### config.mk
export PLATFORM = sky130hd
export DESIGN_NAME = fft_reorder_pingpong
export DESIGN_NICKNAME = d
export VERILOG_FILES = /design/src/rtl/fft_reorder_pingpong.sv
export SDC_FILE = /design/constraint.sdc
export NUM_CORES = 2
export LEC_CHECK = 0
export CAP_MARGIN = 40
export CORE_MARGIN = 2
export CORE_UTILIZATION = 30
export DETAILED_ROUTE_END_ITERATION = 8
export SYNTH_ARGS = -nofsm -noshare
export SYNTH_HDL_FRONTEND = slang
export SYNTH_SLANG_ARGS = --single-unit
### constraint.sdc
create_clock -name clk -period 8.9 [get_ports clk]
set_input_delay 1.78 -clock clk [delete_from_list [all_inputs] [get_ports clk]]
set_output_delay 1.78 -clock clk [all_outputs]
set_load 0.05 [all_outputs]
### src/rtl/fft_reorder_pingpong.sv
// fft_reorder_pingpong
//   Bit-reversal reorder buffer for the FFT output path. Takes radix-2 FFT results in
//   bit-reversed order as a complex stream and re-emits each frame in natural order.
//   Two banks in ping-pong let back-to-back frames flow at one sample per cycle.
//
// Parameters
//   LOG2N  : log2 of frame length (N = 2**LOG2N, LOG2N >= 2)
//   DW     : width of each of re / im (signed, passed through untouched)
//   BITREV : 1 = write at bitrev(index), 0 = natural write address (plain double buffer)
//
// Ports
//   clk, rst_n     : clock, asynchronous active-low reset
//   flush_i        : synchronous clear of banks, counters and output register
//   in_valid_i     : input sample valid
//   in_ready_o     : buffer can accept a sample this cycle
//   in_re_i/in_im_i: input sample (bit-reversed order)
//   out_valid_o    : output sample valid
//   out_ready_i    : sink accepts the output this cycle
//   out_re_o/out_im_o : output sample (natural order)
//   out_idx_o      : natural-order index of the current output sample
//
// Optional feature (macro FFT_REORDER_LAST_EN)
//   in_last_i      : frame-end marker from upstream (checked, never used for framing)
//   out_last_o     : high with the sample whose out_idx_o == N-1
//   frame_err_o    : sticky, set when in_last_i disagrees with the write counter

module fft_reorder_pingpong #(
    parameter int unsigned LOG2N  = 5,
    parameter int unsigned DW     = 17,
    parameter bit          BITREV = 1'b1
) (
    input  logic             clk,
    input  logic             rst_n,
    input  logic             flush_i,
`ifdef FFT_REORDER_LAST_EN
    input  logic             in_last_i,
    output logic             out_last_o,
    output logic             frame_err_o,
`endif
    input  logic             in_valid_i,
    output logic             in_ready_o,
    input  logic [DW-1:0]    in_re_i,
    input  logic [DW-1:0]    in_im_i,
    output logic             out_valid_o,
    input  logic             out_ready_i,
    output logic [DW-1:0]    out_re_o,
    output logic [DW-1:0]    out_im_o,
    output logic [LOG2N-1:0] out_idx_o
);

    localparam int unsigned N = 1 << LOG2N;
    localparam logic [LOG2N-1:0] LastIdx = {LOG2N{1'b1}};

    function automatic logic [LOG2N-1:0] bitrev(input logic [LOG2N-1:0] a);
        logic [LOG2N-1:0] r;
        for (int unsigned i = 0; i < LOG2N; i++) begin
            r[i] = a[LOG2N-1-i];
        end
        return r;
    endfunction

    // Sample storage: bank index is the MSB of the address. Not reset.
    logic [2*DW-1:0] mem_q [2*N];

    // Per-bank state: 1 = FULL, 0 = FREE
    logic [1:0]       full_q, full_d;
    logic             wbank_q, wbank_d;
    logic             rbank_q, rbank_d;
    logic [LOG2N-1:0] wcnt_q, wcnt_d;
    logic [LOG2N-1:0] rcnt_q, rcnt_d;

    logic             out_valid_q, out_valid_d;
    logic [DW-1:0]    out_re_q, out_re_d;
    logic [DW-1:0]    out_im_q, out_im_d;
    logic [LOG2N-1:0] out_idx_q, out_idx_d;

`ifdef FFT_REORDER_LAST_EN
    logic out_last_q, out_last_d;
    logic frame_err_q, frame_err_d;
`endif

    logic            in_ready;
    logic            accept;
    logic            load;
    logic [LOG2N:0]  waddr;
    logic [2*DW-1:0] rdata;

    // in_ready depends only on registered write-side state, so a bank freed by the
    // reader shows up as ready one cycle later.
    assign in_ready = ~full_q[wbank_q];
    // Samples presented during a flush cycle are dropped.
    assign accept   = in_valid_i & in_ready & ~flush_i;
    assign load     = full_q[rbank_q] & (~out_valid_q | out_ready_i);
    assign waddr    = {wbank_q, (BITREV ? bitrev(wcnt_q) : wcnt_q)};
    assign rdata    = mem_q[{rbank_q, rcnt_q}];

    always_ff @(posedge clk) begin
        if (accept) begin
            mem_q[waddr] <= {in_re_i, in_im_i};
        end
    end

    always_comb begin
        full_d      = full_q;
        wbank_d     = wbank_q;
        rbank_d     = rbank_q;
        wcnt_d      = wcnt_q;
        rcnt_d      = rcnt_q;
        out_valid_d = out_valid_q;
        out_re_d    = out_re_q;
        out_im_d    = out_im_q;
        out_idx_d   = out_idx_q;
`ifdef FFT_REORDER_LAST_EN
        out_last_d  = out_last_q;
        frame_err_d = frame_err_q;
`endif

        // Write side. The reader can only free a different bank than the one being
        // filled, so the two updates to full_d never touch the same bit.
        if (accept) begin
            wcnt_d = wcnt_q + LOG2N'(1);
            if (wcnt_q == LastIdx) begin
                full_d[wbank_q] = 1'b1;
                wbank_d         = ~wbank_q;
                wcnt_d          = '0;
            end
`ifdef FFT_REORDER_LAST_EN
            if (in_last_i != (wcnt_q == LastIdx)) begin
                frame_err_d = 1'b1;
            end
`endif
        end

        // Read side
        if (load) begin
            out_valid_d = 1'b1;
            out_re_d    = rdata[2*DW-1:DW];
            out_im_d    = rdata[DW-1:0];
            out_idx_d   = rcnt_q;
            rcnt_d      = rcnt_q + LOG2N'(1);
`ifdef FFT_REORDER_LAST_EN
            out_last_d  = (rcnt_q == LastIdx);
`endif
            if (rcnt_q == LastIdx) begin
                full_d[rbank_q] = 1'b0;
                rbank_d         = ~rbank_q;
                rcnt_d          = '0;
            end
        end else if (out_valid_q && out_ready_i) begin
            out_valid_d = 1'b0;
`ifdef FFT_REORDER_LAST_EN
            out_last_d  = 1'b0;
`endif
        end

        if (flush_i) begin
            full_d      = '0;
            wbank_d     = 1'b0;
            rbank_d     = 1'b0;
            wcnt_d      = '0;
            rcnt_d      = '0;
            out_valid_d = 1'b0;
            out_re_d    = '0;
            out_im_d    = '0;
            out_idx_d   = '0;
`ifdef FFT_REORDER_LAST_EN
            out_last_d  = 1'b0;
            frame_err_d = 1'b0;
`endif
        end
    end

    always_ff @(posedge clk or negedge rst_n) begin
        if (!rst_n) begin
            full_q      <= '0;
            wbank_q     <= 1'b0;
            rbank_q     <= 1'b0;
            wcnt_q      <= '0;
            rcnt_q      <= '0;
            out_valid_q <= 1'b0;
            out_re_q    <= '0;
            out_im_q    <= '0;
            out_idx_q   <= '0;
`ifdef FFT_REORDER_LAST_EN
            out_last_q  <= 1'b0;
            frame_err_q <= 1'b0;
`endif
        end else begin
            full_q      <= full_d;
            wbank_q     <= wbank_d;
            rbank_q     <= rbank_d;
            wcnt_q      <= wcnt_d;
            rcnt_q      <= rcnt_d;
            out_valid_q <= out_valid_d;
            out_re_q    <= out_re_d;
            out_im_q    <= out_im_d;
            out_idx_q   <= out_idx_d;
`ifdef FFT_REORDER_LAST_EN
            out_last_q  <= out_last_d;
            frame_err_q <= frame_err_d;
`endif
        end
    end

    assign in_ready_o  = in_ready;
    assign out_valid_o = out_valid_q;
    assign out_re_o    = out_re_q;
    assign out_im_o    = out_im_q;
    assign out_idx_o   = out_idx_q;
`ifdef FFT_REORDER_LAST_EN
    assign out_last_o  = out_last_q;
    assign frame_err_o = frame_err_q;
`endif

endmodule

# Yosys cells after proc, flatten, opt, wreduce, memory -nomap -nowiden
# Memory sizes are Yosys's and may differ from the RTL's.
# Index checks and enable logic that the tools add are counted.
# W data, S select, Z words.
# totals
register_bits	54
ram_bits	2176
inputBits	39
out_inout_bits	41
mem_count	1
# memory_table
name	depth	width	rd	rd_clocked_by_memory_dff	wr	line	rtl
mem_q	64	34	1	0	1	63	logic [2*DW-1:0] mem_q [2*N];
# classes
n_addsub	2
order_cmp	4
eq_ne	2
n_mux	36
bitwise_logic	12
reduce_logical	10
# op_table
cell	n
$mux W17	4
$mux W5	8
$mux W1	17
$add A5 B1 Y5 const B	2
$eq A5 B5 Y1 const B	2
$mux W2	5
$reduce_bool A2 Y1	4
$not A1 Y1	5
$lt A1 B2 Y1 const B	2
$reduce_and A2 Y1	2
$and A1 B1 Y1	3
$logic_and A1 B1 Y1	3
$reduce_bool A3 Y1	1
$and A2 B2 Y2	1
$demux W1 S1	2
$ge A1 B1 Y1 const B	2
$not A2 Y2	1
$or A2 B2 Y2	1
$or A1 B1 Y1	1

# Logic depth before layout (Yosys ltp)
# depth
ltp_word	11
ltp_mapped	11
ltp_nobuf	6

# Worst setup path before layout
# OpenSTA, ideal clock, no wires.
# synth_path
path_type	in2reg
from	input in_valid_i
to	memory mem_q[15][0] (netlist bit) (enable)
setup_ps	425
t_arrival_ps	4076
path_slack_ps	4398
path_stages	4
n_path_buf	0
cell_sequence	nand2_1 -> nor3b_1 -> nand3_1 -> nor2_1
# synth_between
elab_chain_len	4
# synth_lines
item	line	rtl
start, declared	40	input logic in_valid_i,
$and A1 B1 Y1 (2 in a row)	92	assign accept = in_valid_i & in_ready & ~flush_i;
$mux W1	98	if (accept) begin
$mux W1 (implied by the code)	99	mem_q[waddr] <= {in_re_i, in_im_i};
end, declared	63	
# Every way passes these cells.

# Worst setup path in the final report
# layout_path
from	register wbank_q
to	output in_ready_o
# layout_between
elab_chain_len	3
# layout_lines
item	line	rtl
start, declared	67	logic wbank_q, wbank_d;
start signal, assigned	190	wbank_q <= wbank_d;
$mux W1 (implied by the code) (2 in a row)	90	assign in_ready = ~full_q[wbank_q];
$not A1 Y1	90	
end, declared	41	output logic in_ready_o,
# Every way passes these cells. The select of a mux whose other input is x is not followed.

==> impl_results.rst <==
.. list-table::
   :header-rows: 1

   * - Metric
     - Value
   * - Post-route setup slack
     - 4.251 ns
   * - Maximum number of pins on one net before global-route repair
     - 107
   * - Placer congestion estimate
     - about 0.84
   * - Pre-Repair DR Iteration Count
     - 6
   * - CP delay by family, top
     - buffers and inverters
   * - Total power per unit cell area
     - 211.6 nW/um2
   * - Std cell rows
     - about 200
   * - Placed instance area
     - slightly above 90000 um2
   * - Capturing point of the worst reg2reg path
     - out_re_o[0]
   * - Wire length of the first global-routing pass
     - around 330000 um
   * - Worst reg2reg path depth
     - 7
   * - Critical path capture point
     - in_ready_o
   * - Sequential share of power
     - roughly 55%
   * - Clk Tree Root Cell
     - sky130_fd_sc_hd__clkbuf_16
   * - Post-CTS Setup Repair Bufs
     - 0
   * - Kind of launch point of the worst setup path
     - register
   * - P&R area growth vs syn
     - 16.38%
   * - Internal power summed over all cells
     - 16810 uW
   * - Total number of nets in the final design
     - between 4000 and 5000
   * - Count of buffering cells on the critical path with inverters included
     - 1
   * - Largest area contributor in the synthesized netlist
     - sky130_fd_sc_hd__edfxtp_1
   * - Average instance area after synthesis
     - 22.66 um2
   * - Die Span X
     - around 540 um
   * - Cell variety after synth
     - between 60 and 70
   * - Slowest cell on crit path
     - sky130_fd_sc_hd__clkdlybuf4s50_1
   * - Synthesized area
     - between 80000 and 90000 um2
   * - Starting density of the core
     - between 30% and 40%
   * - Estimated wirelength of the detail-placed design
     - 150600 um
   * - Total number of yosys warnings
     - 0
   * - Primary flip-flop cell chosen by synthesis mapping
     - sky130_fd_sc_hd__edfxtp_1
   * - Placeable Area
     - 284500 um2
   * - Slew of the pin with the lowest slew margin
     - approximately 1 ns
   * - Post-cts hold buffer count
     - 0
   * - Startpoint-to-endpoint class of the critical path
     - register to output port
   * - Share of the yosys chip area belonging to registers
     - 77.98%
   * - Total CTS buffers
     - around 220
   * - Cell types occupying the most area after synthesis
     - sky130_fd_sc_hd__edfxtp_1 (76%), sky130_fd_sc_hd__mux4_2 (14%), sky130_fd_sc_hd__mux2i_1 (2.0%)
   * - Number of buffers on the longest clock path
     - 3
   * - Violation count after the first detailed-routing iteration
     - between 6000 and 7000
   * - Ports
     - 80
   * - Antenna violations before repair
     - 31
   * - Slew Limit Fails
     - 0
   * - CTS tree
     - done
   * - Total Routing Usage GR
     - ~16%
   * - PortBufs
     - roughly 80
   * - RSZ-0062 raised after global routing
     - no
   * - Worst-case vdd ir drop
     - 165.5 uV
   * - Hold Slack
     - 0.5386 ns
   * - Number of global-route vias before repair
     - between 40000 and 50000
   * - Status
     - complete, no violations
   * - Reported net switching power
     - between 4000 and 5000 uW
   * - Largest stage delay on the critical path
     - 1.06 ns
   * - Final Routed Wirelength
     - roughly 240000 um
   * - FFs w/ async S/R, synth
     - roughly 2.4%
   * - Worst skew pair latency
     - a little under 0.9 ns
   * - Maximum fanout along the worst path
     - 7
   * - Net count after synthesis
     - between 3000 and 4000
   * - Vias
     - around 42000
   * - Total global routing overflow
     - 0
   * - Arrival @ worst endpoint
     - around 2.9 ns
   * - Maximum clock skew at final layout
     - ~0.055 ns
   * - Worst setup EP type
     - output port
   * - Die height
     - roughly 540 um
   * - Non-Filler Cell Area, Final
     - ~100000 um2
   * - Crit path time final
     - ~4.6 ns
   * - Max-Slew Margin vs Limit
     - between 30% and 40%
   * - Class of the worst hold path
     - register to register
   * - Post-synth EDFFs
     - 2176
   * - RR Startpoint
     - rcnt_q[0]
   * - Number of nets with antenna violations after routing
     - 0
   * - Ordered cell list for the critical path
     - mux2i_1 > clkdlybuf4s50_1
   * - DRC violation count after routing
     - 0
   * - Total of endpoints with negative setup slack in the final report
     - 0
   * - Max Cap Violations
     - 0
   * - Number of gates resized after CTS
     - 0
   * - Proportion of power drawn by the clock network
     - 43.6%
   * - Layout cell share with drive strength beyond 1
     - 27.00%
   * - Deepest level of the CTS H-tree
     - 4
   * - Final TNS setup
     - 0 ns
   * - Synth Instances
     - 3774
   * - Gate power share
     - roughly 1.6%
   * - Area share of the largest cell type after synthesis
     - around three quarters
   * - Critical Path Source
     - wbank_q
   * - Stages on the worst setup path
     - 2
   * - Area enclosed by the die boundary
     - around 290000 um2
   * - Clock slew at reported path FFs
     - around 0.06 ns
   * - Final hold viol count
     - 0
   * - Wirelength per Cell
     - about 30 um
   * - Max Clock Freq
     - between 200 and 250 MHz
   * - Sw Share
     - between 20% and 30%
   * - Required time of the critical path
     - 7.12 ns
   * - Post-placement setup slack
     - around 3.7 ns
   * - Static leakage power
     - ~0.029 uW
   * - Setup slack on the worst flop-to-flop path
     - 4.46 ns
   * - Final worst-path cycle share
     - 52.24%
   * - Synthesized flop and latch total
     - between 2000 and 2500
   * - Clock net sink count
     - about 2200
   * - Vias/cell
     - roughly 5.2
==> cell type report <==
type | instances | area [um2]
Clock buffer | 296 | 5892
Fill cell | 26000 | 184900
Sequential cell | 2230 | 66710
Clock inverter | 115 | 1285
Inverter | 4 | 15.01
Antenna cell | 9 | 22.52
Timing Repair Buffer | 242 | 2855
Multi-Input combinational cell | 1335 | 18050
Tap cell | 3762 | 4707
==> worst register-to-register path, delay by kind of cell (launching register included) <==
kind | cells | cell delay [ns]
buf+inv | 2 | 1.32
simple gates | 1 | 0.16
mux | 2 | 1.11
flops | 1 | 0.87
compound gates | 2 | 0.79
==> sequential cells by signal, summed over array words and instances (netlist names) <==
name / flops
rcnt_q: 5
rbank_q: 1
out_idx_o: 5
out_im_o: 17
mem_q: 2176
wcnt_q: 5
full_q: 2
out_re_o: 17
out_valid_o: 1
wbank_q: 1
==> cell usage in the layout (no fill, tap or decap), types with 9 or more instances in the layout <==
master,synthesis,final
sky130_fd_sc_hd__bufinv_16,0,19
sky130_fd_sc_hd__nor2b_1,21,17
sky130_fd_sc_hd__o22ai_1,43,43
sky130_fd_sc_hd__nand2_1,92,92
sky130_fd_sc_hd__a2111oi_0,15,15
sky130_fd_sc_hd__a22oi_1,36,36
sky130_fd_sc_hd__buf_4,35,114
sky130_fd_sc_hd__clkbuf_1,56,67
sky130_fd_sc_hd__clkbuf_16,0,221
sky130_fd_sc_hd__clkinv_2,0,36
sky130_fd_sc_hd__buf_2,56,17
sky130_fd_sc_hd__mux2_2,11,11
sky130_fd_sc_hd__a21oi_1,53,52
sky130_fd_sc_hd__nor2_1,106,41
sky130_fd_sc_hd__a211oi_1,11,11
sky130_fd_sc_hd__nor2_4,0,65
sky130_fd_sc_hd__buf_12,2,37
sky130_fd_sc_hd__clkinv_1,1,41
sky130_fd_sc_hd__o21ai_0,27,26
sky130_fd_sc_hd__diode_2,0,9
sky130_fd_sc_hd__dfrtp_1,54,49
sky130_fd_sc_hd__edfxtp_1,2176,2176
sky130_fd_sc_hd__mux2i_1,175,175
sky130_fd_sc_hd__nor3_1,18,17
sky130_fd_sc_hd__clkdlybuf4s50_1,0,43
sky130_fd_sc_hd__nand4_1,9,9
sky130_fd_sc_hd__buf_16,0,23
sky130_fd_sc_hd__nand3_1,50,50
sky130_fd_sc_hd__mux4_2,542,542
sky130_fd_sc_hd__o211ai_1,9,9
==> power groups by stage <==
stage / registers (uW) / clock network [uW] / logic (uW)
floorplan: 11800 / 0 / 37.5
global placement: 11800 / 0 / 301
detailed placement: 11800 / 0 / 335
CTS: 11500 / 9310 / 335
global route: 11500 / 9730 / 351
finish: 11500 / 9190 / 334
==> layer usage <==
layer | global-route usage (%) | up-vias | share of wire, % | routed length [um]
met5 | 0 | - | 0.017 | 41
met4 | 4.535 | 6 | 2.9 | 6807
met3 | 2.979 | 313 | 9.3 | 21900
met2 | 24.49 | 2122 | 46 | 107800
met1 | 23.57 | 22690 | 42 | 99110
li1 | - | 16580 | - | -
==> cells by family (layout without fill, tap and decap cells) <==
logic type	Yosys count	after routing	synth area share (%)
flip-flops	2230	2230	77.98
other	0	9	0
XOR/XNOR	2	2	0.02048
AO/OA/AOI/OAI	257	257	2.045
AND/OR/NAND/NOR	342	342	1.858
multiplexers	730	730	16.49
adder cells (fa/ha/maj)	4	4	0.05852
buffers and inverters	209	657	1.551
==> cell usage after synthesis, drive strengths merged, types with 16 or more instances <==
| cell | count |
|---|---|
| clkbuf | 56 |
| nand3 | 50 |
| a22oi | 36 |
| o22ai | 43 |
| edfxtp | 2176 |
| buf | 149 |
| mux2i | 175 |
| mux4 | 542 |
| nor2b | 21 |
| dfrtp | 54 |
| a2111oi | 16 |
| nor2 | 106 |
| nand2 | 92 |
| a21oi | 53 |
| o21ai | 32 |
| nor3 | 18 |
==> worst min-delay path by stage <==
stage,startpoint,to,slack (ns),depth (start not counted)
2_1_floorplan,wcnt_q[4],wcnt_q[4],0.53,2
3_3_place_gp,out_idx_o[1],out_idx_o[1],0.53,2
3_5_place_dp,out_idx_o[0],out_idx_o[0],0.53,2
4_1_cts,out_idx_o[1],out_idx_o[1],0.55,2
5_1_grt,out_idx_o[0],out_idx_o[0],0.56,2
6_report,out_idx_o[1],out_idx_o[1],0.54,2
==> through the flow <==
stage | util, % | cells | power [uW]
after detailed placement | 32.44 | 7570 | 12100
after global placement | 31.97 | 7507 | 12060
final | 34.99 | 7993 | 21060
after global routing | 34.98 | 7986 | 21610
after floorplan | - | 3774 | 11800
after CTS | 34.96 | 7981 | 21180
Power figures use the tool's default switching activity.
